### src/rtl/truth_table_sweep.sv
// Truth-table sweep engine: on start, latches two M-bit truth tables and walks
// every minterm once, accumulating ones counts, agreement count and the lowest
// disagreeing minterm. Results are held in IDLE until the next accepted start.
module truth_table_sweep #(
  parameter int N = 2
) (
  input  logic               clk,
  input  logic               reset,
  input  logic               start,
  input  logic [(1<<N)-1:0]  mask_a,
  input  logic [(1<<N)-1:0]  mask_b,
  output logic               busy,
  output logic               done,
  output logic [N-1:0]       m,
  output logic               sa,
  output logic               sb,
  output logic [N:0]         ones_a,
  output logic [N:0]         ones_b,
  output logic [N:0]         match_count,
  output logic               mismatch,
  output logic [N-1:0]       first_mismatch
);

  localparam int M = 1 << N;

  typedef enum logic [1:0] {IDLE, SWEEP, DONE} state_t;

  state_t         state_q, state_d;
  logic [M-1:0]   ma_q, ma_d;
  logic [M-1:0]   mb_q, mb_d;
  logic [N-1:0]   m_q, m_d;
  logic           sa_q, sa_d;
  logic           sb_q, sb_d;
  logic [N:0]     ones_a_q, ones_a_d;
  logic [N:0]     ones_b_q, ones_b_d;
  logic [N:0]     match_q, match_d;
  logic           mis_q, mis_d;
  logic [N-1:0]   fm_q, fm_d;
  logic           a_bit, b_bit;

  // Next-state and datapath update; every register holds unless its state acts on it.
  always_comb begin
    state_d  = state_q;
    ma_d     = ma_q;
    mb_d     = mb_q;
    m_d      = m_q;
    sa_d     = sa_q;
    sb_d     = sb_q;
    ones_a_d = ones_a_q;
    ones_b_d = ones_b_q;
    match_d  = match_q;
    mis_d    = mis_q;
    fm_d     = fm_q;
    a_bit    = ma_q[m_q];
    b_bit    = mb_q[m_q];
    case (state_q)
      IDLE: begin
        if (start) begin
          ma_d     = mask_a;
          mb_d     = mask_b;
          m_d      = '0;
          ones_a_d = '0;
          ones_b_d = '0;
          match_d  = '0;
          mis_d    = 1'b0;
          fm_d     = '0;
          state_d  = SWEEP;
        end
      end
      SWEEP: begin
        sa_d     = a_bit;
        sb_d     = b_bit;
        ones_a_d = ones_a_q + (N+1)'(a_bit);
        ones_b_d = ones_b_q + (N+1)'(b_bit);
        match_d  = match_q + (N+1)'(a_bit == b_bit);
        // Minterms are visited in ascending order, so the first disagreement
        // seen is the lowest index; later ones leave it untouched.
        if ((a_bit != b_bit) && !mis_q) begin
          mis_d = 1'b1;
          fm_d  = m_q;
        end
        if (m_q == N'(M - 1)) begin
          state_d = DONE;
        end else begin
          m_d = m_q + 1'b1;
        end
      end
      DONE: begin
        state_d = IDLE;
      end
      default: begin
        state_d = IDLE;
      end
    endcase
  end

  // State and result registers with synchronous reset.
  always_ff @(posedge clk) begin
    if (reset) begin
      state_q  <= IDLE;
      ma_q     <= '0;
      mb_q     <= '0;
      m_q      <= '0;
      sa_q     <= 1'b0;
      sb_q     <= 1'b0;
      ones_a_q <= '0;
      ones_b_q <= '0;
      match_q  <= '0;
      mis_q    <= 1'b0;
      fm_q     <= '0;
    end else begin
      state_q  <= state_d;
      ma_q     <= ma_d;
      mb_q     <= mb_d;
      m_q      <= m_d;
      sa_q     <= sa_d;
      sb_q     <= sb_d;
      ones_a_q <= ones_a_d;
      ones_b_q <= ones_b_d;
      match_q  <= match_d;
      mis_q    <= mis_d;
      fm_q     <= fm_d;
    end
  end

  assign busy           = (state_q != IDLE);
  assign done           = (state_q == DONE);
  assign m              = m_q;
  assign sa             = sa_q;
  assign sb             = sb_q;
  assign ones_a         = ones_a_q;
  assign ones_b         = ones_b_q;
  assign match_count    = match_q;
  assign mismatch       = mis_q;
  assign first_mismatch = fm_q;

endmodule

### config.mk
export PLATFORM = sky130hd
export DESIGN_NAME = truth_table_sweep
export DESIGN_NICKNAME = d
export VERILOG_FILES = /design/src/rtl/truth_table_sweep.sv
export SDC_FILE = /design/constraint.sdc
export NUM_CORES = 1
export LEC_CHECK = 0
export ABC_CLOCK_PERIOD_IN_PS = 2540
export CORE_UTILIZATION = 34
export DETAILED_ROUTE_END_ITERATION = 6
export SETUP_SLACK_MARGIN = 0.05
export SLEW_MARGIN = 20
export SYNTH_ARGS = -nofsm -noshare
export SYNTH_HDL_FRONTEND = slang
export SYNTH_SLANG_ARGS = --single-unit
### constraint.sdc
create_clock -name clk -period 2.54 [get_ports clk]
set_clock_uncertainty 0.1 [all_clocks]
set_input_delay 0.254 -clock clk [delete_from_list [all_inputs] [get_ports clk]]
set_output_delay 0.254 -clock clk [all_outputs]
set_load 0.02 [all_outputs]
* After elaboration in Yosys (flattened, before gate mapping)
Index checks and enable logic that the tools add are counted.
Storage, ports and cells: output and inout bits 18, bits in registers 26, word-level logic and storage cells 54, bits of input ports 11
Cells by class: $lt $le $gt $ge 1, reductions and logical operators 10, equal/unequal tests 9, multiplexer cells 19, add/sub/neg operators 4
Operators by type and width (number):
- one-hot mux 3 bit (2 select lines) | 3
- one-hot mux 2 bit (2 select lines) | 3
- two-way mux 2 bit | 5
- adder 3 x 1 -> 3 bit | 3
- != test 2 bit (second input constant) | 4
- AND reduction 2 bit | 3
- AND reduction 3 bit | 2
- binary-select mux 1 bit (select 2 bit) | 2
- == test 2 bit (second input constant) | 2
- two-way mux 1 bit | 4
- nonzero test 2 bit | 2
- less-than comparator 2 x 3 -> 1 bit (second input constant) | 1
- two-way mux 3 bit | 1
- adder 2 x 1 -> 2 bit (second input constant) | 1
- == test 2 x 1 -> 1 bit (second input constant) | 1
- zero test 2 bit | 1
- one-hot mux 1 bit (2 select lines) | 1
- == test 1 bit | 1
- logical AND 1 bit | 1
- zero test 1 bit | 1
- != test 1 bit | 1

* Logic depth before layout (Yosys ltp)
depth after elaboration 6, mapped depth 7, mapped depth without buffers 7

* Worst setup path before layout
No wires, ideal clock.
path kind reg2reg, start register m_q[0], in the netlist m[0], end register match_q[2], in the netlist match_count[2], setup time 0.078 ns, path slack 0.371 ns, stages on the path, launching flop included 8, clock period less this slack 2.169 ns, arrival time 1.991 ns, buffers on the path 0, required time 2.362 ns, cell sequence dfxtp_1 mux4_2 xnor2_2 ha_1 ha_1 nand2_1 xor2_1 nor3_1
On the way: cells in the longest elaborated chain, start to end 5, elaborated cells on any way between the ends 7, those cells by class add/sub: 1; eq/ne: 1; mux: 5
RTL lines:
- from (decl) | RTL line 31 | logic [N-1:0] m_q, m_d;
- from (signal assigned) | RTL line 115 | m_q <= m_d;
- binary-select mux 1 bit (select 2 bit) | RTL line 55 | b_bit = mb_q[m_q];
- two-way mux 1 bit (implied by the code) | RTL line 55
- net b_bit | RTL line 39 | logic a_bit, b_bit;
- == test 1 bit | RTL line 75 | match_d = match_q + (N+1)'(a_bit == b_bit);
- adder 3 x 1 -> 3 bit | RTL line 75
- one-hot mux 3 bit (2 select lines) | RTL line 56 | case (state_q)
- to (signal assigned) | RTL line 120 | match_q <= match_d;
- to (decl) | RTL line 36 | logic [N:0] match_q, match_d;
The timed path passes the listed nets, and every way through them passes these cells. The select of a mux whose other input is x is not followed. A chain may end at the register's enable or synchronous reset.

* Worst setup path after layout
Same ends and word-level chain as after synthesis.

==> qor.log <==
[yosys] flip-flop and latch count after synthesis 26
[worst_setup_path] critical path class flop to flop
[floorplan] Die Area 3490 um^2
[yosys] top post-synthesis cells by area dfxtp_1, nand2_1, a21oi_1, ha_1, mux4_2
[worst_setup_path] most frequent cell on the critical path ha_1
[yosys] library cell with the largest summed area after synthesis dfxtp_1
[timing] min Tclk post-route 2180 ps
[placed_design] Port-buffer cells 28
[yosys] portion of synthesized cell area occupied by the leading cell type 0.470
[global_routing] maximum number of pins on one net before global-route repair 19
[worst_setup_path] critical path's slowest cell mux4_2
[floorplan] die span in x 59.1 um
[clock_tree] CTS sink cnt 26
[global_routing] number of global-route vias before repair 856
[floorplan] overall die height 59.1 um
[detailed_routing] total wirelength of the detailed-routed design 2270 um
[detailed_routing] vias per inst 4.67
[placed_design] DPL Wire Length 1730 um
[yosys] mapped cell area 1110 um^2
[worst_setup_path] reg2reg setup slack 360 ps
[run] max-capacitance violation count 0
[detailed_routing] drt pass-1 iters 3
[detailed_routing] DRT antenna net count 0
[final_layout] number of nets in the layout 172
[worst_setup_path] largest driver fanout on the critical path 6
[placed_design] routability-driven placement congestion ratio 0.750
[clock_tree] hold-fix buffer count after cts 0
[yosys] top post-synthesis cells by count nand2_1, dfxtp_1, a21oi_1
[timing] Hold Worst Slack 360 ps
[final_layout] number of standard cells in the final layout excluding fillers 196
[yosys] most frequently used flop master after synthesis dfxtp_1
[worst_setup_path] reg-to-reg endpoint match_count[2]$_SDFFE_PP0P_
[yosys] ys async rst share 0
[timing] max-slew violations 0
[floorplan] number of standard-cell rows in the floorplan 20
[outcome] status complete, no violations
[min_path] worst hold endpoint ma_q[0]$_SDFFE_PP0P_
[global_routing] antenna violations before repair 0
[detailed_routing] per-cell routed wire length 11.6 um
[pwr] Power per Cell Area 501 nW/um^2
[detailed_routing] total via count after detailed routing 915
[final_layout] area overhead of the layout relative to synthesis 32.0%
[final_layout] Post-Layout Inst Area 1460 um^2
[clock_tree] clock input transition at the sequential cells of the worst setup and hold paths 130 ps
[floorplan] Core Region 3080 um^2
[clock_tree] Max H-tree Level 1
[min_path] depth of the worst hold-timing path 3
[timing] Fin Setup TNS 0 ps
[yosys] cell with the most instances after synthesis nand2_1
[clock_tree] post-cts resize count 0
[yosys] post-synthesis sequential area ratio 0.470
[global_routing] All-Layer GR Usage 0.145
[final_layout] fraction of layout cells with a size suffix above 1 0.0724
[timing] transition at the pin with the smallest max-transition slack 679 ps
[timing] Fmax achieved 458 MHz
[worst_setup_path] combined buffer and inverter count along the critical path 0
[final_layout] diodes inserted 0
[worst_setup_path] Worst path max stage delay 600 ps
[global_routing] remaining global-route overflow 0
[detailed_routing] Iteration-0 DRC Markers 21
[worst_setup_path] family with the most delay on the worst path multiplexers
[min_path] path class of the lowest-slack min-delay path input port to flop
[timing] endpoints failing hold 0
[clock_tree] TritonCTS clock tree yes
[placed_design] number of placed instances, taps included 193
[timing] RSZ-0062 raised after global routing no
[placed_design] placed cell area 1440 um^2
[yosys] average footprint of a synthesized cell 8.86 um^2
[yosys] post-synthesis instance total 125
[pwr] VDD IR max 0.178 mV
[yosys] Mapped Nets 143
[final_layout] Util after Layout 0.475
[clock_tree] Worst-Skew Late Latency 320 ps
[floorplan] count of boundary I/O pins 29
[worst_setup_path] launch instance of the worst register-to-register path m[0]$_SDFFE_PP0P_
[timing] fin crit share 0.859
[clock_tree] Inserted Clock Buffers 3
[worst_setup_path] cell breakdown of the critical path mux4_2 -> xnor2_2 -> ha_1 -> ha_1 -> nand2_1 -> xor2_1 -> nor3_1
[yosys] number of warnings printed during yosys synthesis 0
[worst_setup_path] Worst Path Required 2690 ps
[floorplan] starting density of the core 0.360
[detailed_routing] DRC errors left 0
[worst_setup_path] sort of element at the start of the critical path flop
[clock_tree] Post-CTS Setup Inserts 0
[yosys] EDFF count, synth 0
[timing] tightest slew margin relative to the limit 0.546
[worst_setup_path] arrival time of data at the critical path endpoint 2330 ps
[worst_setup_path] worst reg-to-reg path cell count 7
[timing] setup violators final 0
[yosys] distinct cell type count after synthesis 21
[clock_tree] maximum root-to-sink buffer count 2
[worst_setup_path] capturing element type of the critical path flop
[min_path] launch instance of the worst min-delay path mask_a[0]
[clock_tree] library cell used as clock root buffer clkbuf_4
[global_routing] first-pass GRT wire length 3760 um
[pwr] cell leakage power 0.537 nW
tightest hold or removal path, cell delays in order:
cell             delay [ps]
clkdlybuf4s50_1         390
nand2_1                  50
a21oi_1                  50
worst max path at each step:
stage,slack [ps],endpoint,from,cells past startpoint
after floorplan,370,match_count[2]$_SDFFE_PP0P_,m[0]$_SDFFE_PP0P_,7
after global placement,430,match_count[2]$_SDFFE_PP0P_,m[0]$_SDFFE_PP0P_,7
after detailed placement,360,match_count[2]$_SDFFE_PP0P_,m[0]$_SDFFE_PP0P_,7
after CTS,330,match_count[2]$_SDFFE_PP0P_,m[0]$_SDFFE_PP0P_,7
after global routing,180,match_count[2]$_SDFFE_PP0P_,m[0]$_SDFFE_PP0P_,7
final,360,match_count[2]$_SDFFE_PP0P_,m[0]$_SDFFE_PP0P_,7
metrics by stage:
step,power (mW),setup WS [ps]
floorplan,0.519,371
global placement,0.569,434
detailed placement,0.571,360
CTS,0.744,327
global route,0.771,184
finish,0.732,358
placed cells by master (no fill, tap or decap), types with 2 or more instances in the layout:
master           instances
dfxtp_1                 26
buf_4                    3
nor2b_1                  2
a21oi_1                 20
o311ai_0                 2
nand2_1                 31
clkdlybuf4s50_1         28
clkbuf_4                 3
nand3_1                  7
nor3b_1                  3
mux4_2                   2
ha_1                     7
nor2_1                   5
nor3_1                   2
xor2_1                   2
or4b_1                   2
power by group:
part | internal (mW) | total (mW) | switching (mW)
registers | 0.424 | 0.438 | 0.0137
clock network | 0.0557 | 0.173 | 0.117
logic | 0.0570 | 0.122 | 0.0650
registers in the layout (all words and copies together), names as in the netlist:
name,cells
ma_q,4
ones_b,3
state_q,2
first_mismatch,2
sa,1
m,2
ones_a,3
mb_q,4
sb,1
mismatch,1
match_count,3
cells by family (layout without fill, tap and decap cells):
group,after synthesis,after routing,share of synthesized area
and+or+nand+nor,55,55,0.231
DFF,26,26,0.470
AOI/OAI and AO/OA,23,23,0.113
buffers and inverters,8,35,0.0271
adders and majority gates,7,7,0.0791
xor gates and xnor gates,3,3,0.0305
muxes,3,3,0.0497
layout make-up:
type | instances | area, um^2
Clock buffer | 3 | 22.5
Fill cell | 307 | 1620
Inverter | 1 | 3.75
Multi-Input combinational cell | 91 | 557
Sequential cell | 26 | 520
Tap cell | 44 | 55.1
Timing Repair Buffer | 31 | 303
routing by layer:
metal | track usage | routed length, um | up-vias
li1 | - | - | 487
met1 | 0.162 | 999 | 408
met2 | 0.265 | 1160 | 16
met3 | 0.0197 | 64 | 4
met4 | 0.0816 | 40 | 0
met5 | 0 | 0 | -
Power figures use the tool's default switching activity.
